### src/rtl/multicycle_sequencer_if.sv
// multicycle_sequencer_if: memory handshakes, decode inputs and PC/writeback strobes of the sequencer
interface multicycle_sequencer_if #(parameter int CNT_WIDTH = 16);
    logic                 imemReady;
    logic                 dmemReady;
    logic [4:0]           opcode;
    logic                 conditionalExecute;
    logic                 imemRead;
    logic                 irLoad;
    logic                 pcIncrement;
    logic                 pcLoadBranch;
    logic                 dmemRead;
    logic                 dmemWrite;
    logic                 aluWritebackTest;
    logic [2:0]           state;
    logic [CNT_WIDTH-1:0] retiredCount;
    modport master (
        input  imemReady, dmemReady, opcode, conditionalExecute,
        output imemRead, irLoad, pcIncrement, pcLoadBranch, dmemRead, dmemWrite,
               aluWritebackTest, state, retiredCount
    );
    modport slave (
        output imemReady, dmemReady, opcode, conditionalExecute,
        input  imemRead, irLoad, pcIncrement, pcLoadBranch, dmemRead, dmemWrite,
               aluWritebackTest, state, retiredCount
    );
endinterface

### src/rtl/multicycle_sequencer.sv
// multicycle_sequencer: fetch/decode/execute/memory/writeback control FSM with retired-instruction counter
module multicycle_sequencer #(parameter int CNT_WIDTH = 16) (
    input logic                   clk,
    input logic                   reset,
    multicycle_sequencer_if.master bus
);
    typedef enum logic [2:0] {IDLE, FETCH, DECODE, EXECUTE, MEMORY, WRITEBACK} state_e;
    typedef enum logic [2:0] {C_NOP, C_ALU, C_CMP, C_BR, C_LD, C_ST} cls_e;
    state_e state_q, state_d;
    cls_e cls_q, cls_d, cls_dec;
    logic [CNT_WIDTH-1:0] cnt_q;
    logic im_rd, ir_ld, pc_inc, pc_br, dm_rd, dm_wr, alu_wb;
    always_comb begin
        cls_dec = bus.opcode == 5'b10001 ? C_BR :
                  bus.opcode == 5'b10010 ? C_LD :
                  bus.opcode == 5'b10011 ? C_ST :
                  (bus.opcode == 5'b01010 || bus.opcode == 5'b01000) ? C_CMP :
                  bus.opcode[4] ? C_NOP : C_ALU;
    end
    always_comb begin
        state_d = state_q;
        cls_d = cls_q;
        im_rd = 1'b0;
        ir_ld = 1'b0;
        pc_inc = 1'b0;
        pc_br = 1'b0;
        dm_rd = 1'b0;
        dm_wr = 1'b0;
        alu_wb = 1'b0;
        case (state_q)
            IDLE: state_d = FETCH;
            FETCH: begin
                im_rd = 1'b1;
                ir_ld = bus.imemReady;
                state_d = bus.imemReady ? DECODE : FETCH;
            end
            DECODE: begin
                cls_d = cls_dec;
                pc_inc = !bus.conditionalExecute;
                state_d = bus.conditionalExecute ? EXECUTE : FETCH;
            end
            EXECUTE: state_d = (cls_q == C_LD || cls_q == C_ST) ? MEMORY : WRITEBACK;
            MEMORY: begin
                dm_rd = cls_q == C_LD;
                dm_wr = cls_q == C_ST;
                state_d = bus.dmemReady ? WRITEBACK : MEMORY;
            end
            WRITEBACK: begin
                alu_wb = cls_q == C_ALU || cls_q == C_LD;
                pc_br = cls_q == C_BR;
                pc_inc = cls_q != C_BR;
                state_d = FETCH;
            end
            default: state_d = IDLE;
        endcase
    end
    always_ff @(posedge clk) begin
        if (reset) begin
            state_q <= IDLE;
            cls_q <= C_NOP;
            cnt_q <= '0;
        end else begin
            state_q <= state_d;
            cls_q <= cls_d;
            if (state_q == WRITEBACK) cnt_q <= cnt_q + 1'b1;
        end
    end
    assign bus.imemRead = im_rd;
    assign bus.irLoad = ir_ld;
    assign bus.pcIncrement = pc_inc;
    assign bus.pcLoadBranch = pc_br;
    assign bus.dmemRead = dm_rd;
    assign bus.dmemWrite = dm_wr;
    assign bus.aluWritebackTest = alu_wb;
    assign bus.state = state_q;
    assign bus.retiredCount = cnt_q;
endmodule

### src/flat_wrapper.sv
// flat-port wrapper written by rule: the top's interface ports become plain ports
module multicycle_sequencer_flat 
#(parameter int CNT_WIDTH = 16)
  (clk, reset, bus_imemReady, bus_dmemReady, bus_opcode, bus_conditionalExecute, bus_imemRead, bus_irLoad, bus_pcIncrement, bus_pcLoadBranch, bus_dmemRead, bus_dmemWrite, bus_aluWritebackTest, bus_state, bus_retiredCount);
  multicycle_sequencer_if #(.CNT_WIDTH(CNT_WIDTH)) bus_i ();
  input logic clk;
  input logic reset;
  input wire logic [$bits(bus_i.imemReady)-1:0] bus_imemReady;
  input wire logic [$bits(bus_i.dmemReady)-1:0] bus_dmemReady;
  input wire logic [$bits(bus_i.opcode)-1:0] bus_opcode;
  input wire logic [$bits(bus_i.conditionalExecute)-1:0] bus_conditionalExecute;
  output wire logic [$bits(bus_i.imemRead)-1:0] bus_imemRead;
  output wire logic [$bits(bus_i.irLoad)-1:0] bus_irLoad;
  output wire logic [$bits(bus_i.pcIncrement)-1:0] bus_pcIncrement;
  output wire logic [$bits(bus_i.pcLoadBranch)-1:0] bus_pcLoadBranch;
  output wire logic [$bits(bus_i.dmemRead)-1:0] bus_dmemRead;
  output wire logic [$bits(bus_i.dmemWrite)-1:0] bus_dmemWrite;
  output wire logic [$bits(bus_i.aluWritebackTest)-1:0] bus_aluWritebackTest;
  output wire logic [$bits(bus_i.state)-1:0] bus_state;
  output wire logic [$bits(bus_i.retiredCount)-1:0] bus_retiredCount;
  assign bus_i.imemReady = bus_imemReady;
  assign bus_i.dmemReady = bus_dmemReady;
  assign bus_i.opcode = bus_opcode;
  assign bus_i.conditionalExecute = bus_conditionalExecute;
  assign bus_imemRead = bus_i.imemRead;
  assign bus_irLoad = bus_i.irLoad;
  assign bus_pcIncrement = bus_i.pcIncrement;
  assign bus_pcLoadBranch = bus_i.pcLoadBranch;
  assign bus_dmemRead = bus_i.dmemRead;
  assign bus_dmemWrite = bus_i.dmemWrite;
  assign bus_aluWritebackTest = bus_i.aluWritebackTest;
  assign bus_state = bus_i.state;
  assign bus_retiredCount = bus_i.retiredCount;
  multicycle_sequencer #(.CNT_WIDTH(CNT_WIDTH)) u_core (.clk(clk), .reset(reset), .bus(bus_i));
endmodule
### config.mk
export PLATFORM = sky130hd
export DESIGN_NAME = multicycle_sequencer_flat
export DESIGN_NICKNAME = d
export VERILOG_FILES = /design/src/rtl/multicycle_sequencer_if.sv /design/src/rtl/multicycle_sequencer.sv /design/src/flat_wrapper.sv
export SDC_FILE = /design/constraint.sdc
export NUM_CORES = 1
export LEC_CHECK = 0
export CORE_MARGIN = 8
export CORE_UTILIZATION = 35
export CTS_CLUSTER_DIAMETER = 40
export CTS_CLUSTER_SIZE = 16
export DETAILED_ROUTE_END_ITERATION = 7
export PLACE_DENSITY = 0.72
export SYNTH_ARGS = -nofsm -noshare
export SYNTH_HDL_FRONTEND = slang
export SYNTH_SLANG_ARGS = --single-unit
### constraint.sdc
create_clock -name clk -period 1.9 [get_ports clk]
set_input_delay 0.285 -clock clk [delete_from_list [all_inputs] [get_ports clk]]
set_output_delay 0.285 -clock clk [all_outputs]
set_load 0.03 [all_outputs]
# Word-level counts from Yosys, hierarchy flattened

Cells that the tools add are included.

Shift operators: 0
Order comparisons: 0
Reductions and logical operators: 6
Multiply operators: 0
Div/mod/pow operators: 0
Bitwise gates (word level): 0
Add/subtract/negate cells: 1
Multiplexer cells: 17
Equal/unequal tests: 15

Operators by type and width:

| operator                                              | count |
|---|---|
| adder 16 x 1 -> 16 bit, second input constant         | 1 |
| == test 5 bit, second input constant                  | 3 |
| case mux 3 bit (5 select lines)                       | 1 |
| == test 3 bit, second input constant                  | 4 |
| two-way mux 3 bit                                     | 4 |
| == test 5 x 4 -> 1 bit, second input constant         | 2 |
| == test 3 x 2 -> 1 bit, second input constant         | 3 |
| two-way mux 1 bit                                     | 9 |
| == test 3 x 1 -> 1 bit, second input constant         | 2 |
| two-way mux 2 bit                                     | 2 |
| logical NOT 3 bit                                     | 1 |
| logical OR 1 bit                                      | 3 |
| inequality test 3 x 2 -> 1 bit, second input constant | 1 |
| case mux 1 bit (2 select lines)                       | 1 |
| OR reduction 2 bit                                    | 1 |
| logical NOT 1 bit                                     | 1 |

Memory bits (writable): 0
Latch bits: 0
Memories: 0
Memory bits (read-only): 0
Register bits after elaboration: 22
Logic and storage cells: 42
Output and inout port bits: 26

# Depth between registers and ports, before layout

Word-level depth: 6
Mapped depth: 6
Mapped depth without buffers: 4

# Worst setup path before layout

No wires, ideal clock.

Path type: reg-to-output
Start: register u_core.state_q[2] (netlist: u_core.bus.state[2])
End: output bus_dmemWrite
Data arrival time: 1,898 ps
Cell stages (with the launch flop): 4
Required time: 1,615 ps
Setup slack: -283 ps
Cell sequence: dfxtp_1 -> buf_4 -> nand2b_1 -> nor4b_1

Cells in the longest elaborated chain, start to end: 2

RTL lines:

| what                   | RTL line                   | source |
|---|---|---|
| from (decl)            | multicycle_sequencer.sv:9  | `state_e state_q, state_d;` |
| from (signal assigned) | multicycle_sequencer.sv:63 | `state_q <= state_d;` |
| == test 3 bit          | multicycle_sequencer.sv:30 | `case (state_q)` |
| two-way mux 1 bit      | multicycle_sequencer.sv:30 |  |
| to (decl)              | flat_wrapper.sv:17         | `output wire logic [$bits(bus_i.dmemWrite)-1:0] bus_dmemWrite;` |

Every way passes these cells.

# Worst setup path after layout

Start: register u_core.state_q[0] (netlist: u_core.bus.state[0])
End: output bus_pcIncrement

Cells in the longest elaborated chain, start to end: 2
Elaborated cells on any way between the ends: 3
Classes of those cells: eq/ne: 2; mux: 1

RTL lines:

| what                                                           | RTL line                   | source |
|---|---|---|
| == test 3 bit / == test 3 x 2 -> 1 bit (equally long branches) | multicycle_sequencer.sv:30 |  |
| case mux 1 bit (2 select lines) *                              | multicycle_sequencer.sv:30 |  |
| to (decl)                                                      | flat_wrapper.sv:14         | `output wire logic [$bits(bus_i.pcIncrement)-1:0] bus_pcIncrement;` |

Every way passes the cells marked *; elsewhere a longest branch is shown, timed or not.

==> results.json <==
{
  "crit_path_end_kind": "output pin",
  "synth_edf_count": 0,
  "finish.instance_area_sq_um": 1560,
  "wl_um": 2670,
  "grt.overflow.total": 0,
  "first_pass_iters": 4,
  "synth-simple-area-share_pct": 37.1,
  "io_buffers": 35,
  "place_area_sq_um": 1520,
  "synth.top_cells.by_count": "dfxtp_1, nor2_1, a21oi_1, nand2_1, xor2_1",
  "vias": 1077,
  "cp-start-kind": "flop",
  "root_buffer": "clkbuf_4",
  "fmax_mhz": 548,
  "p_leak_nw": 0.583,
  "muxShareOfSynthArea_pct": 1.99,
  "synth_cells": 134,
  "synth_top_area_share_pct": 39.0,
  "synth_ff_type": "dfxtp_1",
  "relSlewSlack_pct": 77.7,
  "status": "complete, no violations",
  "row_count": 20,
  "syn_to_final_growth_pct": 38.1,
  "synth-async-reset-ratio_pct": 0,
  "die-height_um": 72.8,
  "finalCriticalPeriod_ns": 1.82,
  "htreeDepth": 1,
  "fin_util_pct": 51.1,
  "clk_path_buf_depth": 2,
  "clock_skew_ns": 0.00140,
  "yosysTopAreaCell": "dfxtp_1",
  "setup-violations-final": 0,
  "synth_area_per_cell_sq_um": 8.43,
  "cts_hold_buffers": 0,
  "synth_compound_area_share_pct": 8.97,
  "initial_utilization_pct": 37.0,
  "p_per_area_nw_per_um2": 497,
  "drcViolationCount": 0,
  "maxCapViolations": 0,
  "yosys-top-cells-area": "dfxtp_1, nor2_1, xor2_1, a21oi_1, xnor2_1",
  "synth_top_family_by_area": "simple AND/OR/NAND/NOR gates",
  "grt_pass1_vias": 1066,
  "antenna_found_initial": 0,
  "synth-xor-area-share_pct": 8.53,
  "clock-sinks": 22,
  "die_area_sq_um": 5300,
  "clk_latency_ns": 0.30,
  "critPathArrivalTime_ns": 1.54,
  "worst_pin_slew_ns": 0.330,
  "grtUsageTotal_pct": 10.4,
  "rsz0062_at_grt": "false",
  "vias_per_cell": 5.06,
  "synth.distinct_cells": 36,
  "avgRoutedWirePerCell_um": 12.5,
  "antenna_left": 0,
  "grt_first_pass_wirelength_um": 4590,
  "yosysWarnings": 0,
  "crit_path_max_fanout": 7,
  "hp-class": "flop to flop",
  "cts_tree": "built",
  "nets": 182,
  "grt_start_max_net_pins": 21,
  "num_antenna_cells": 0,
  "fin_crit_sh_pct": 96.1,
  "cts_made_buffers": 3,
  "top_level_ports": 36,
  "synth_fp_nets": 145,
  "synthAdderAreaFrac_pct": 1.11,
  "cp.required_ns": 1.62,
  "n_fill_cell": 310,
  "path_clk_slew_ns": 0.11,
  "hpwl_um": 2080,
  "synthesis.area_sq_um": 1130,
  "drt_iter0_markers": 35,
  "crit_type": "flop to output pin",
  "ys_seq_area_share_pct": 39.0,
  "drv_slew": 0,
  "core-area_sq_um": 3050,
  "peakVddDrop_v": 0.000346,
  "ys_ff_latch": 22,
  "drive_gt1_share_pct": 15.4,
  "fp.dieW_um": 72.8,
  "hold_violations": 0,
  "gp_congestion": 0.762
}
cell families after synthesis:
logic type               Yosys count
AND/OR/NAND/NOR                   73
flip-flops                        22
AO/OA/AOI/OAI                     18
XOR/XNOR                          11
buffers and inverters              7
multiplexers                       2
adder cells (fa/ha/maj)            1
worst paths after layout:
kind	start	to	slack (ns)	depth (start not counted)
hold / removal	u_core.bus.retiredCount[1]	u_core.bus.retiredCount[1]	0.51	2
hold reg to reg	u_core.bus.retiredCount[1]	u_core.bus.retiredCount[1]	0.51	2
setup / recovery	u_core.bus.state[0]	bus_pcIncrement	0.08	4
setup reg to reg	u_core.bus.state[2]	u_core.bus.retiredCount[14]	0.39	4
state kept, by name, indices dropped and copies added (netlist names):
register                 count
u_core.bus.retiredCount     16
u_core.bus.state             3
u_core.cls_q                 3
per-layer routing:
layer	GRT usage [%]	vias up	wire length [um]	share of wire, %
met4	2.89	0	27	1.0
li1	-	546	-	-
met5	0	-	0	0
met2	18.7	34	1240	46
met1	11.0	493	1170	44
met3	3.98	4	234	8.8
where the power goes:
group | internal (W) | switching, W
Clock | 0.0000740 | 0.000130
Sequential | 0.000465 | 0.00000823
Combinational | 0.0000468 | 0.0000513
final cells by class:
| class | instances | area, sq um | share of cell area (%) |
|---|---|---|---|
| clock buffer | 3 | 22.5 | 1.44 |
| tap | 44 | 55.1 | 3.53 |
| timing repair buffer | 37 | 349 | 22.4 |
| sequential | 22 | 445 | 28.5 |
| multi-input combinational | 105 | 681 | 43.6 |
| inverter | 2 | 7.51 | 0.481 |
through the flow:
| step | total power (W) | hold WS [ns] | setup WS [ns] | std cells | TNS, ns |
|---|---|---|---|---|---|
| after global routing | 0.000814 | 0.540 | 0.00461 | 213 | 0 |
| after floorplan | 0.000536 | 0.471 | -0.0424 | 134 | -0.0853 |
| after detailed placement | 0.000582 | 0.493 | 0.202 | 210 | 0 |
| after global placement | 0.000580 | 0.491 | 0.253 | 210 | 0 |
| final | 0.000776 | 0.508 | 0.0750 | 213 | 0 |
| after CTS | 0.000787 | 0.512 | 0.0579 | 213 | 0 |
worst max-delay path, cell delays in order, from the launching register on:
cell and delay [ns]:
dfxtp_1 0.33, buf_4 0.15, or3b_4 0.44, o22ai_1 0.14, buf_4 0.18
repair_timing:
action / 4_1_cts / 5_1_grt
setup buffers: 0 / 0
resized for setup: 5 / 3
gates cloned: 0 / 0
setup endpoints to repair: 7 / 3
layout by cell type, fill, tap and decap left out, types with 2 or more instances in the layout:
| master | Yosys | final |
|---|---|---|
| clkdlybuf4s50_1 | 0 | 28 |
| nor2_1 | 22 | 22 |
| dfxtp_1 | 22 | 20 |
| a21oi_1 | 10 | 10 |
| nand2_1 | 9 | 8 |
| buf_4 | 1 | 8 |
| xor2_1 | 6 | 6 |
| xnor2_1 | 5 | 5 |
| nand4_1 | 5 | 5 |
| nand3_1 | 5 | 5 |
| o21ai_0 | 4 | 4 |
| nor3_2 | 1 | 3 |
| nor3_1 | 5 | 3 |
| nand2b_1 | 3 | 3 |
| or3_1 | 3 | 3 |
| and3_1 | 3 | 3 |
| clkbuf_4 | 0 | 3 |
| inv_1 | 2 | 2 |
| nor2b_1 | 2 | 2 |
| and4_1 | 2 | 2 |
| mux2_2 | 2 | 2 |
| nor4b_1 | 3 | 2 |
(Power assumes the default switching activity.)
==> RTL edit 1: new RTL, same flow settings <==
Re-encode `cls_e` (6 values) as Gray code, 3 bits wide.
--- a/src/rtl/multicycle_sequencer.sv
+++ b/src/rtl/multicycle_sequencer.sv
@@ -6,5 +6,5 @@
 );
     typedef enum logic [2:0] {IDLE, FETCH, DECODE, EXECUTE, MEMORY, WRITEBACK} state_e;
-    typedef enum logic [2:0] {C_NOP, C_ALU, C_CMP, C_BR, C_LD, C_ST} cls_e;
+    typedef enum logic [2:0] {C_NOP = 3'b000, C_ALU = 3'b001, C_CMP = 3'b011, C_BR = 3'b010, C_LD = 3'b110, C_ST = 3'b111} cls_e;
     state_e state_q, state_d;
     cls_e cls_q, cls_d, cls_dec;
Check against the original RTL: no difference found for any inputs over 10 cycles, from zero or initial values and one cycle with reset high; not proved beyond that.
==> RTL edit 1 against the original RTL <==
- routed wire length grew 0.75%
- register-to-register slack got worse by 0.19 ns
- sequential cell count unchanged
- synthesized area grew 1.6%
- critical path depth down 1
- sequential power grew 0.8%
- power grew 21%
- setup slack lost 0.020 ns
- non-clock buffer count up 3
- via count down 0.74%
- final area is 3.9% higher
- clock skew is 0.0046 ns higher
==> RTL edit 1: results (changes against the original RTL) <==
[yosys]
avgSynthCellArea_um2=8.37  ; -0.67%
ys_warn_count=0  ; unchanged
ys_seq_area_frac=0.384  ; -0.00595
syn-num-nets=148  ; +2.1%
synthTopCellsByArea=dfxtp_1 38%, nor2_1 6.9%, xnor2_1 5.3%, nor2b_1 3.8%, nand2_1 3.6%
ys_types=35  ; -2.8%

[global_route]
gr-usage-met2=0.186  ; -0.00118
gr-usage-met3=0.0395  ; -0.000379
grt_pass1_vias=1070  ; +0.38%
grt_pass1_wl_mm=4.66  ; +1.7%
track_usage=0.106  ; +0.00144
grt_util_met1=0.119  ; +0.00857
antenna_found_initial=0  ; unchanged
grt_max_degree=15  ; -29%

[critical_path]
rr_endpoint=u_core.bus.retiredCount[12]$_SDFFE_PP0P_
cp_max_fo=12  ; +5
arrival_ns=1.56  ; +0.02 ns
endpoint=bus_pcIncrement
critical_path.slowest_cell=or3b_2
rr_worst_depth=5  ; +1
ff2ff_setup_slack_ns=0.20  ; -0.19 ns
slowest_delay_ns=0.52  ; +0.08 ns

[routing]
wl_met3_um=175  ; -25%
wl_mm=2.69  ; +0.75%
wl_met1_mm=1.18  ; +1.5%
viasPerCell=4.86  ; -3.9%
highest_layer=met4
met2_length_mm=1.31  ; +6.1%

[finish]
multi_input_area_share=0.421  ; -0.0150
nFillCells=300  ; -3.2%
layoutNonFillerInstCount=220  ; +3.3%
layout-drive-gt1-share=0.182  ; +0.0280
multi_input_cells=107  ; +1.9%
buf_share=0.228  ; +0.00466
seq_share=0.277  ; -0.00848
non_clock_buffer_count=40  ; +8.1%
clock_area_frac=0.0324  ; +0.0180

[placed_design]
placed_cells=214  ; +1.9%
place.gp.congestion=0.742  ; -2.6%
hpwl_mm=2.11  ; +1.6%

[clock_tree]
cts_root_buf=clkbuf_4

[sta]
finalClockSkew_ns=0.00598  ; +0.00458 ns
slew_headroom=0.683  ; -0.0937
whs_ns=0.503  ; -0.00505 ns

[pwr]
leakage_nw=0.615  ; +5.4%
switching_share=0.222  ; -0.0227
powerSeq_w=0.000477  ; +0.8%

[hold_path]
hold_path.class=flop to flop

[outcome]
status=completed

[RTL edit 1: cells by family after synthesis]
kind of cell | after synthesis | share of synthesized area
adder cells (fa/ha/maj) | 1 | 0.0109
flip-flops | 22 | 0.384
multiplexers | 3 | 0.0294
AO/OA/AOI/OAI | 17 | 0.0862
buffers and inverters | 8 | 0.0305
XOR/XNOR | 10 | 0.0763
AND/OR/NAND/NOR | 76 | 0.383
[RTL edit 1: timing repair]
action                                  CTS  global route
gates resized for setup                   4             3
buffers inserted                          0             2
pin swaps                                 0             0
endpoints found under the setup margin    6             4
gates cloned                              0             0
[RTL edit 1: stage by stage]
stage               TNS (ns)  worst slack, ns  instance area, µm²  utilization  power [W]
floorplan            -0.0642          -0.0642                1150            -   0.000537
global placement           0            0.224                1540        0.501   0.000581
detailed placement         0            0.177                1540        0.501   0.000584
CTS                        0           0.0326                1600        0.520   0.000948
global route        -0.00265         -0.00265                1620        0.527   0.000975
finish                     0           0.0553                1620        0.527   0.000938
==> RTL edit 2: new RTL, same settings <==
Made on the original files. `CNT_WIDTH` is set to 16 in 3 places; all go to 20.
--- a/src/rtl/multicycle_sequencer_if.sv
+++ b/src/rtl/multicycle_sequencer_if.sv
@@ -1,4 +1,4 @@
 // multicycle_sequencer_if: memory handshakes, decode inputs and PC/writeback strobes of the sequencer
-interface multicycle_sequencer_if #(parameter int CNT_WIDTH = 16);
+interface multicycle_sequencer_if #(parameter int CNT_WIDTH = 20);
     logic                 imemReady;
     logic                 dmemReady;
--- a/src/rtl/multicycle_sequencer.sv
+++ b/src/rtl/multicycle_sequencer.sv
@@ -1,4 +1,4 @@
 // multicycle_sequencer: fetch/decode/execute/memory/writeback control FSM with retired-instruction counter
-module multicycle_sequencer #(parameter int CNT_WIDTH = 16) (
+module multicycle_sequencer #(parameter int CNT_WIDTH = 20) (
     input logic                   clk,
     input logic                   reset,
--- a/src/flat_wrapper.sv
+++ b/src/flat_wrapper.sv
@@ -1,5 +1,5 @@
 // flat-port wrapper written by rule: the top's interface ports become plain ports
 module multicycle_sequencer_flat 
-#(parameter int CNT_WIDTH = 16)
+#(parameter int CNT_WIDTH = 20)
   (clk, reset, bus_imemReady, bus_dmemReady, bus_opcode, bus_conditionalExecute, bus_imemRead, bus_irLoad, bus_pcIncrement, bus_pcLoadBranch, bus_dmemRead, bus_dmemWrite, bus_aluWritebackTest, bus_state, bus_retiredCount);
   multicycle_sequencer_if #(.CNT_WIDTH(CNT_WIDTH)) bus_i ();
Ports: changed (resized bus_retiredCount); port bits go from 36 to 40. The function was not compared with the original's and may differ.
==> RTL edit 2 against the original RTL <==
- worst hold slack worse by 0.010 ns
- routed wire length grew 24%
- power rose by 26%
- sequential cell count increased by 4
- final area rose by 20%
- sequential power rose by 17%
- first-iteration DRC count rose by 150%
- synthesized area is 17% higher
- setup slack improved by 0.0076 ns
- critical endpoint is now u_core.bus.retiredCount[18]$_SDFFE_PP0P_
- largest cell class unchanged
- largest power group unchanged
==> RTL edit 2: results (changes against the original RTL) <==
[outcome]
status=completed

[placed_design]
port_buffers=39  ; +11%
dpl_cell_area_um2=1830  ; +20%
place.gp.congestion=0.812  ; +6.6%
pre_cts_slack_ns=0.0194  ; -0.182 ns
placed_cells=251  ; +20%

[finish]
layout-drive-gt1-share=0.208  ; +0.0539
largest_reg_flops=20  ; +4
post-route-util=0.515  ; +0.00409
nFillCells=381  ; +23%
final_nets=219  ; +20%

[routing]
wl_per_cell_um=13.0  ; +3.7%
vias=1308  ; +21%
drtIter0Drc=86  ; +150%
viasPerCell=5.13  ; +1.4%

[clock_tree]
cts_resized=7  ; +2
clk_pin_slew_worst_paths_ns=0.09  ; -0.02 ns
cts_root_buf=clkbuf_8
clock_latency_ns=0.27  ; -0.03 ns

[global_route]
grt_pass1_wl_mm=5.68  ; +24%
grt_max_degree=15  ; -29%

[sta]
whs_ns=0.497  ; -0.0103 ns
slew_headroom=0.748  ; -0.0293
finalClockSkew_ns=0.00463  ; +0.00323 ns
final.setup.worst_slack_ns=0.0826  ; +0.00763 ns

[pwr]
clockPowerShare=0.329  ; +0.066
leakage_nw=0.689  ; +18%
ir_drop_mv=0.464  ; +34%
powerSeq_w=0.000554  ; +17%
p_sw_w=0.000229  ; +21%

[yosys]
synthTopCellsByArea=dfxtp_1 39%, nor2_1 6.8%, a21oi_1 4.2%, xor2_1 4.0%, nand2_1 3.7%
syn-num-nets=171  ; +18%
ys_types=44  ; +22%
ys_seq_area_frac=0.395  ; +0.00488
avgSynthCellArea_um2=8.24  ; -2.2%
async_flop_share=0  ; unchanged

[critical_path]
crit_path_start=u_core.bus.retiredCount[6]$_SDFFE_PP0P_
cp_max_fo=13  ; +6
critical_path.slowest_cell=or3_4
arrival_ns=1.99  ; +0.45 ns
slowest_delay_ns=0.48  ; +0.04 ns
ff2ff_setup_slack_ns=0.08  ; -0.31 ns
rr_endpoint=u_core.bus.retiredCount[18]$_SDFFE_PP0P_

==> RTL edit 2: cell types whose count changed in the layout (fill, tap and decap cells not counted), sizes merged, moves of 4 or more <==
cell    change
clkbuf      +4
o31ai       +4
nand2       +4
dfxtp       +4
or4         +4
buf         +7
==> RTL edit 2: per-layer routing <==
metal / part of all wire / track usage
met1: 0.47 / 0.130
met2: 0.46 / 0.183
met3: 0.061 / 0.0449
met4: 0.0079 / 0.0302
met5: 0 / 0
==> RTL edit 2: kinds of logic (layout without fill, tap and decap cells) <==
group	after synthesis	after routing	synth area share
buffers and inverters	13	60	0.0446
and+or+nand+nor	81	81	0.336
adders and majority gates	1	1	0.00949
DFF	26	26	0.395
muxes	3	3	0.0256
xor gates and xnor gates	11	11	0.0731
AOI/OAI and AO/OA	25	25	0.117
==> RTL edit 2: cell type report <==
cell class,instances,share of cell area
clock buffers,4,0.0241
multi-input cells,121,0.400
repair buffers,52,0.250
flip-flops and latches,26,0.286
well taps,48,0.0321
inverters,4,0.00802
